File: config.mk
export PLATFORM = sky130hd
export DESIGN_NAME = mem_arbiter
export DESIGN_NICKNAME = d
export VERILOG_FILES = /design/src/rtl/mem_arbiter.sv
export SDC_FILE = /design/constraint.sdc
export NUM_CORES = 1
export LEC_CHECK = 0
export ABC_CLOCK_PERIOD_IN_PS = 3400
export BUFFER_PORTS_ARGS = -buffer_cell sky130_fd_sc_hd__buf_2
export CORE_MARGIN = 5
export CORE_UTILIZATION = 40
export CTS_CLUSTER_DIAMETER = 120
export CTS_CLUSTER_SIZE = 20
export DETAILED_ROUTE_END_ITERATION = 16
export GPL_ROUTABILITY_DRIVEN = 0
export PLACE_DENSITY = 0.75
export SYNTH_ARGS = -nofsm -noshare
export SYNTH_HDL_FRONTEND = slang
export SYNTH_SLANG_ARGS = --single-unit
File: constraint.sdc
create_clock -name CLK -period 3.4 [get_ports CLK]
set_input_delay 0.51 -clock CLK [delete_from_list [all_inputs] [get_ports CLK]]
set_output_delay 0.51 -clock CLK [all_outputs]
set_load 0.03 [all_outputs]
File: src/rtl/mem_arbiter.sv
// Two-requester arbiter sharing one single-port RAM between instruction fetch
// and data access; data has priority with bounded instruction starvation.
module mem_arbiter #(
  parameter int STARVE_LIMIT = 4,
  parameter int TIMEOUT      = 16
) (
  input  logic        CLK,
  input  logic        RST,
  input  logic        iREN,
  input  logic [31:0] iaddr,
  output logic [31:0] iload,
  output logic        iwait,
  input  logic        dREN,
  input  logic        dWEN,
  input  logic [31:0] daddr,
  input  logic [31:0] dstore,
  output logic [31:0] dload,
  output logic        dwait,
  output logic        ramREN,
  output logic        ramWEN,
  output logic [31:0] ramaddr,
  output logic [31:0] ramstore,
  input  logic [31:0] ramload,
  input  logic        ramready,
  input  logic        ramerror,
  output logic        err
);

  localparam logic [31:0] BAD_DATA = 32'hBAD1BAD1;
  localparam logic [3:0]  DLIMIT   = 4'(STARVE_LIMIT);
  localparam logic [7:0]  TLAST    = 8'(TIMEOUT - 1);

  typedef enum logic [1:0] {IDLE, IACC, DACC} state_t;

  state_t      state, state_nxt;
  logic [7:0]  tcount;
  logic [3:0]  dcount;
  logic        dreq, dgrant, igrant, timeout, complete, fault;

  always_comb begin
    dreq     = dWEN | dREN;
    dgrant   = dreq & ~(iREN & (dcount == DLIMIT));
    igrant   = iREN & ~dgrant;
    timeout  = (tcount == TLAST);
    complete = (state != IDLE) & (ramready | ramerror | timeout);
    // a ready arriving in the last watchdog cycle still counts as a good finish
    fault    = ramerror | (timeout & ~ramready);
  end

  always_ff @(posedge CLK or posedge RST) begin
    if (RST) state <= IDLE;
    else     state <= state_nxt;
  end

  always_comb begin
    state_nxt = state;
    iwait     = iREN & ~((state == IACC) & complete);
    dwait     = dreq & ~((state == DACC) & complete);
    iload     = '0;
    dload     = '0;
    case (state)
      IDLE: begin
        if (dgrant)      state_nxt = DACC;
        else if (igrant) state_nxt = IACC;
      end
      IACC: begin
        if (complete) begin
          state_nxt = IDLE;
          iload     = fault ? BAD_DATA : ramload;
        end
      end
      DACC: begin
        if (complete) begin
          state_nxt = IDLE;
          dload     = fault ? BAD_DATA : ramload;
        end
      end
      default: state_nxt = IDLE;
    endcase
  end

  always_ff @(posedge CLK or posedge RST) begin
    if (RST) begin
      ramREN   <= 1'b0;
      ramWEN   <= 1'b0;
      ramaddr  <= '0;
      ramstore <= '0;
      tcount   <= '0;
      dcount   <= '0;
      err      <= 1'b0;
    end else begin
      err <= complete & fault;
      if (state == IDLE) begin
        tcount <= '0;
        if (dgrant) begin
          ramaddr  <= daddr;
          ramstore <= dstore;
          ramWEN   <= dWEN;
          ramREN   <= dREN & ~dWEN;
        end else if (igrant) begin
          ramaddr  <= iaddr;
          ramWEN   <= 1'b0;
          ramREN   <= 1'b1;
        end
        if (igrant | ~iREN) dcount <= '0;
      end else if (complete) begin
        ramREN  <= 1'b0;
        ramWEN  <= 1'b0;
        ramaddr <= '0;
        tcount  <= '0;
        if ((state == DACC) && iREN && (dcount != DLIMIT)) dcount <= dcount + 4'd1;
      end else begin
        tcount <= tcount + 8'd1;
      end
    end
  end

endmodule
==> results of run 1 <==
## layout by cell type (no fill, tap or decap), types with 2 or more instances in the layout
cell type and n:
a21o_1 34, a22oi_1 33, and2_1 28, and3_1 4, buf_2 267, buf_4 4, clkbuf_8 9, clkinv_2 2
clkinv_4 3, dfrtp_1 81, diode_2 2, ha_1 6, inv_1 42, mux2_2 32, nand2_1 11, nand2b_1 2
nand3_1 3, nor2_1 16, nor2_2 2, nor2_4 2, nor3_1 3, nor4_1 2, nor4b_1 2, o21a_1 2
o21ai_0 31, o311ai_1 3, o31ai_1 3, o41ai_1 2, xnor2_1 4, xor2_1 2
## through the flow
| stage | power [mW] | std cells | instance area [um^2] |
|---|---|---|---|
| 2_1_floorplan | 3.27 | 393 | 4160 |
| 6_report | 4.68 | 796 | 5790 |
| 5_1_grt | 4.97 | 795 | 5780 |
| 4_1_cts | 4.73 | 794 | 5780 |
| 3_3_place_gp | 3.96 | 778 | 5580 |
| 3_5_place_dp | 4.02 | 778 | 5580 |
## report_power, final
group | leakage, nW | switching [mW] | internal [mW]
Combinational | 2.23 | 1.67 | 0.810
Clock | 0.0964 | 0.350 | 0.342
Sequential | 1.01 | 0.189 | 1.32
Total | 3.34 | 2.20 | 2.48
## registers in the layout (all words and copies together) (netlist names)
signal and flops:
ramaddr 32, ramstore 32, tcount 8, dcount 4, state 2, err 1
ramREN 1, ramWEN 1
## worst max-delay path: cells and delay by family (launching register included)
family	cells	cell delay [ps]
AO/OA/AOI/OAI	2	930
buffers and inverters	1	170
adder cells (fa/ha/maj)	1	230
AND/OR/NAND/NOR	2	500
flip-flops	1	400
## routing by layer
metal	up-vias	global-route usage
met5	-	0
met4	2	0.0433
met3	17	0.0620
met2	142	0.335
met1	1855	0.242
li1	1886	-
## worst max path at each step
stage	start	endpoint	slack [ps]	cells after the start
floorplan	RST	dcount[0]	810	1
global placement	state[0]	iload[2]	750	7
detailed placement	state[0]	iload[2]	610	7
CTS	state[0]	iload[2]	220	7
global route	tcount[0]	dload[0]	130	6
finish	tcount[0]	dload[0]	300	6
## kinds of logic (layout without fill, tap and decap cells)
kind of cell / Yosys count / count (layout) / share of synthesized area
AO/OA/AOI/OAI: 120 / 120 / 0.207
buffers and inverters: 66 / 331 / 0.0707
XOR/XNOR: 6 / 6 / 0.0126
flip-flops: 81 / 81 / 0.488
AND/OR/NAND/NOR: 81 / 81 / 0.114
multiplexers: 33 / 33 / 0.0891
other: 0 / 2 / 0
adder cells (fa/ha/maj): 6 / 6 / 0.0181
## final cells by class
class | count | area (um^2) | area share
Inverter | 43 | 163 | 0.0281
Clock inverter | 6 | 68.8 | 0.0119
Clock buffer | 10 | 128 | 0.0221
Multi-Input combinational cell | 246 | 1840 | 0.318
Sequential cell | 81 | 2030 | 0.350
Tap cell | 136 | 170 | 0.0294
Antenna cell | 2 | 5.00 | 0.000865
Timing Repair Buffer | 272 | 1390 | 0.240
## what timing repair did
| item | in CTS | in global routing |
|---|---|---|
| endpoints found under the setup margin | 0 | 14 |
| hold buffers | 0 | 0 |
| gates resized for setup | 0 | 1 |
==> metrics, run 1 <==
WL final 12,600 um; clk slew on worst S/H paths around 90 ps; first-pass GRT wire length 20,200 um; hold_ws 241 ps; Setup WS post-layout 295 ps; clock root cell clkbuf_8; Netlist cell types 48; via count slightly below 4,000; Slew headroom 0.487; ANT nets after route 0; RSZ-0062 raised after global routing no; period utilisation layout 0.913; Residual DRC 0; Syn. warnings 0; share of the synthesized area in the top cell type 0.488; crit path cell chain ha_1 > and3_1 > a211oi_4 > nor2_4 > a21o_1 > buf_2; Slowest-stage cell, CP a211oi_4; chip height 112 um; M1 wire length 4970 um; slack of the worst reg-to-reg path 970 ps; Commonest cells post-synth dfrtp_1, inv_1, a21o_1; Power Dens Cells 809 mW/mm^2; post-synthesis sequential area ratio 0.488; pre-CTS WS around 610 ps; Peak Freq 322 MHz; reg2reg start tcount[0]; proportion of layout cells with a drive suffix above 1 0.506; critical path type reg2out; CTS Buf Count 9; Final Skew 14.6 ps; Vias/cell between 4 and 5; Required @ worst endpoint 2890 ps; R2R depth 6; crit path time final 3100 ps; WP data arrival roughly 2600 ps; Worst Tran Pin Value 769 ps; Post-synth ARST share 1.00; final core utilization 0.565; Setup violations, final 0; Starting Density 0.406; filler cell count in the final layout between 900 and 1,000; residual overflow from global routing 0; status completed; top cell type by total area after synthesis dfrtp_1; Peak VDD IR 492 uV; HP Class in2async; Net Count, Synth 534; Worst R2R End ramaddr[14]; WL met3 859 um; Worst path max stage delay a little under 700 ps; Area contributors post-synth dfrtp_1, mux2_2, a21o_1, a22oi_1, and2_1; EDFF count, synth 0; core area just over 0.01 mm^2; post-detail-place hpwl around 9900 um; Synth Instances 393; First-pass DRT Iterations 4; wire per inst 15.8 um; largest net degree at the start of global routing 47; Synth Flop Type dfrtp_1; top layer in use met5; setup TNS 0 ps; CP startpoint kind flop; Bufs on Longest Clock Path 2; post-CTS setup buffers 0; vias in the first global route 4,084; clock latency on the worst-skew pair between 300 and 400 ps; count leader, synth dfrtp_1; Worst setup EP type output port; Layout Nets 794; max-cap viol count 0; Die Footprint 0.0125 mm^2; crit-path max FO 19; Hold Vio Cnt, Final 0; PortBufs between 200 and 300; syn avg cell area about 11 um^2; WL met2 6620 um; Yosys reg bits 81; Core Rows 37; H-tree lvl count 3; CTS sink count 81; initial antenna violation count 2; Initial DRC Count approximately 240; Netlist Area Pre-Place 0.00416 mm^2; Leakage Power between 3 and 4 nW; count of final max-slew check failures 0; CTS tree built; I/O pin cnt approximately 270; GRT Util Overall 0.195; Die Wd 112 um; Area Overhead vs Synth 39.2%
Note: power is estimated with default switching activity, not from simulation.
==> run 2, diff against run 1 <==
Settings changed: CELL_PAD_IN_SITES_DETAIL_PLACEMENT set to 1, CELL_PAD_IN_SITES_GLOBAL_PLACEMENT set to 1, CORE_UTILIZATION 40 to 31, CTS_BUF_LIST set to sky130_fd_sc_hd__clkbuf_8, PLACE_DENSITY 0.75 to 0.81.
==> metrics, run 2 (synthesis gave the netlist of run 1 again) <==
Vias/cell ~4.8; clock root cell clkbuf_8; CTS sink count 81; Core Rows 42; Die Footprint 0.0158 mm^2; Worst path max stage delay 570 ps; CTS Buf Count 9; Die Wd 126 um; WL met3 650 um; Power Dens Cells 815 mW/mm^2; CP startpoint kind flop; count of final max-slew check failures 0; core area about 0.013 mm^2; initial antenna violation count 0; final core utilization 0.441; CTS tree built; Bufs on Longest Clock Path 2; post-CTS sizing 0; Final Skew approximately 9.3 ps; first-pass GRT wire length about 23,000 um; Slew headroom 0.442; filler cell count in the final layout 1,624; proportion of layout cells with a drive suffix above 1 0.504; Hold Vio Cnt, Final 0; I/O pin cnt 268; Leakage Power roughly 3.3 nW; Starting Density 0.315; Required @ worst endpoint 2890 ps; wire per inst between 15 and 20 um; Initial DRC Count 134; Setup WS post-layout 205 ps; Area Overhead vs Synth 39.9%; clk slew on worst S/H paths 80 ps; max-cap viol count 0; crit path cell chain inv_1 > ha_1 > inv_1 > nand2_1 > nor2_1 > and2_1 > buf_2; M1 wire length around 5600 um; pre-CTS WS 616 ps; Antenna diodes 0; status completed; largest net degree at the start of global routing 51; Slowest-stage cell, CP nor2_1; H-tree lvl count 3; Worst Tran Pin Value 837 ps; WL final 14,600 um; Post-Layout Cell Count 833; clock latency on the worst-skew pair between 300 and 400 ps; GRT Util Overall 0.183; largest registers ramaddr (32), ramstore (32), tcount (8); Residual DRC 0; HP Class in2async; residual overflow from global routing 0; Peak Freq 313 MHz; RSZ-0062 raised after global routing no; PortBufs 267; Setup violations, final 0; most frequent cells in the layout buf_2, dfrtp_1, inv_1; post-detail-place hpwl 11,700 um; vias in the first global route 4,372; Peak VDD IR around 420 uV; chip height between 100 and 150 um; via count 3,994; most common cell after layout, fill and taps aside buf_2; crit path time final 3200 ps; First-pass DRT Iterations 5; cell mode on critical path inv_1; Layout Nets approximately 800; crit-path max FO 14; critical path type reg2out; top layer in use met4; Tot Pwr 4.74 mW; period utilisation layout 0.940; hold-fix buffers at CTS 0; setup TNS 0 ps; post-CTS setup buffers 0; ANT nets after route 0; Worst setup EP type output port; WL met2 8170 um; WP data arrival 2690 ps; placed cell count 818
[run 2: cell types whose count changed in the layout (fill, tap and decap cells not counted), sizes merged]
cell / before / now
diode: 2 / 0
clkinvlp: 1 / 0
clkinv: 5 / 3
inv: 42 / 44
[run 2: layout make-up]
| cell class | count | area [um^2] | area share |
|---|---|---|---|
| inverters | 43 | 163 | 0.0280 |
| repair buffers | 272 | 1370 | 0.236 |
| well taps | 176 | 220 | 0.0379 |
| clock inverters | 5 | 56.3 | 0.00969 |
| multi-input cells | 246 | 1840 | 0.316 |
| clock buffers | 10 | 138 | 0.0237 |
| flip-flops and latches | 81 | 2030 | 0.349 |
[run 2: critical path, delay by kind of cell, from the launching register on]
kind / cells / cell delay [ps]
AND/OR/NAND/NOR: 3 / 1060
buffers and inverters: 3 / 550
flip-flops: 1 / 390
adder cells (fa/ha/maj): 1 / 340
[run 2: path summary, 6_finish.rpt]
check,from,end,slack [ps],cells past startpoint
min in group CLK,dstore[17],ramstore[17],380,2
hold reg to reg,tcount[0],tcount[0],480,1
setup reg to reg,state[1],ramaddr[4],990,6
max in group asynchronous,RST,ramstore[2],2190,3
setup / recovery,state[1],iload[8],200,7
hold / removal,RST,ramstore[23],170,2
[run 2: routing by layer]
| layer | up-vias | GRT usage |
|---|---|---|
| met5 | - | 0 |
| met4 | 0 | 0.0410 |
| met3 | 17 | 0.0478 |
| met2 | 111 | 0.344 |
| met1 | 1982 | 0.207 |
| li1 | 1884 | - |
[run 2: where the power goes]
group | total [mW] | switching, mW | internal (mW)
registers | 1.52 | 0.195 | 1.32
clock network | 0.698 | 0.343 | 0.355
logic | 2.52 | 1.71 | 0.806
[run 2: metrics by stage]
step                      hold slack (ps)  area, um^2
final                                 172        5810
after global routing                  199        5810
after CTS                             178        5810
after detailed placement              464        5620
after global placement                450        5620
after floorplan                       433        4160
==> run 3, diff against run 2 <==
Settings changed: ABC_CLOCK_PERIOD_IN_PS 3400 to 3600.
Clock period 3.4 ns to 3.6 ns, I/O delays scaled along.
==> metrics, run 3 (synthesis gave the netlist of run 1 again) <==
status completed; wire per inst 17.6 um; reg2reg start state[1]; period utilisation layout 0.905; WP data arrival 2720 ps; most frequent cells in the layout buf_2, dfrtp_1, inv_1; critical path type reg2out; cell count along the critical path 7; Antenna diodes 0; PortBufs 267; first-pass GRT wire length approximately 23,000 um; Residual DRC 0; residual overflow from global routing 0; Setup violations, final 0; Vias/cell roughly 4.7; post-detail-place hpwl 11,600 um; Die Footprint 0.0158 mm^2; Peak Freq 307 MHz; setup TNS 0 ps; clock root cell clkbuf_8; Layout Nets 794; largest registers ramaddr (32), ramstore (32), tcount (8); initial antenna violation count 0; CTS sink count 81; Worst setup EP type output port; Initial DRC Count between 100 and 150; Peak VDD IR 460 uV; post-CTS sizing 0; cell mode on critical path inv_1; ANT nets after route 0; HP Class in2reg; post-CTS setup buffers 0; core area 0.0132 mm^2; clk slew on worst S/H paths 90 ps; chip height approximately 130 um; hold-fix buffers at CTS 0; final core utilization 0.443; H-tree lvl count 3; crit path time final 3260 ps; WL final between 10,000 and 15,000 um; clock latency on the worst-skew pair 370 ps; I/O pin cnt about 270; slack of the worst reg-to-reg path 1120 ps; R2R depth 6; Final Skew 13.6 ps; GRT Util Overall 0.182; max-cap viol count 0; Area Overhead vs Synth 40.7%; count of final max-slew check failures 0; Required @ worst endpoint between 3000 and 4000 ps; Setup WS post-layout 343 ps; Core Rows 42; proportion of layout cells with a drive suffix above 1 0.505; crit path cell chain inv_1 > ha_1 > inv_1 > nand2_1 > nor2_1 > and2_1 > buf_2; pre-CTS WS ~800 ps; vias in the first global route 4,319; First-pass DRT Iterations 4; largest net degree at the start of global routing between 60 and 70; CTS Buf Count 9; Tot Pwr roughly 4.6 mW; Worst R2R End ramstore[26]; Slew headroom 0.240; Bufs on Longest Clock Path 2; CP startpoint kind flop; Worst Setup SP state[1]; critical path's top delay family simple AND/OR/NAND/NOR gates; Worst path max stage delay 570 ps; Starting Density 0.315; Worst Tran Pin Value between 1000 and 1500 ps; CTS tree built; critical path endpoint iload[24]; Leakage Power approximately 3.4 nW; Power Dens Cells between 700 and 800 mW/mm^2; Hold Vio Cnt, Final 0; Slowest-stage cell, CP nor2_1; via count 3,949; Die Wd 126 um; crit-path max FO 14; most common cell after layout, fill and taps aside buf_2; Crit path buffers/inverters 3; RSZ-0062 raised after global routing no
## run 3: cell types whose count changed in the layout (fill, tap and decap cells not counted), sizes merged
cell | previous run | this run
bufinv | 1 | 2
clkinv | 3 | 2
inv | 44 | 45
## run 3: worst min path at each step
stage	start	to	slack (ps)	cells past startpoint
after floorplan	tcount[0]	tcount[0]	430	1
final	dstore[21]	ramstore[21]	400	2
after CTS	dstore[21]	ramstore[21]	370	2
after detailed placement	tcount[0]	tcount[0]	460	1
after global placement	tcount[0]	tcount[0]	450	1
after global routing	dstore[21]	ramstore[21]	370	2
## run 3: final cells by class
type	count	area (um^2)
fillers	1625	7340
flip-flops and latches	81	2030
multi-input cells	246	1840
repair buffers	272	1370
well taps	176	220
inverters	43	163
clock buffers	10	138
clock inverters	6	90.1
## run 3: stage by stage
| stage | hold slack, ps | cells | cell area [um^2] |
|---|---|---|---|
| after floorplan | 433 | 393 | 4160 |
| after global placement | 449 | 818 | 5620 |
| after detailed placement | 458 | 818 | 5620 |
| after CTS | 369 | 834 | 5850 |
| after global routing | 368 | 834 | 5850 |
| final | 395 | 834 | 5850 |
## run 3: power breakdown
group	leakage [nW]	internal, mW	switching, mW
Clock	0.119	0.413	0.348
Combinational	2.22	0.760	1.61
Sequential	1.01	1.25	0.184
## run 3: routing by layer
| layer | track usage | routed length [um] | up-vias |
|---|---|---|---|
| met1 | 0.210 | 5770 | 1913 |
| met5 | 0 | 0 | - |
| li1 | - | - | 1884 |
| met4 | 0.0852 | 492 | 0 |
| met2 | 0.323 | 7760 | 119 |
| met3 | 0.0356 | 662 | 33 |
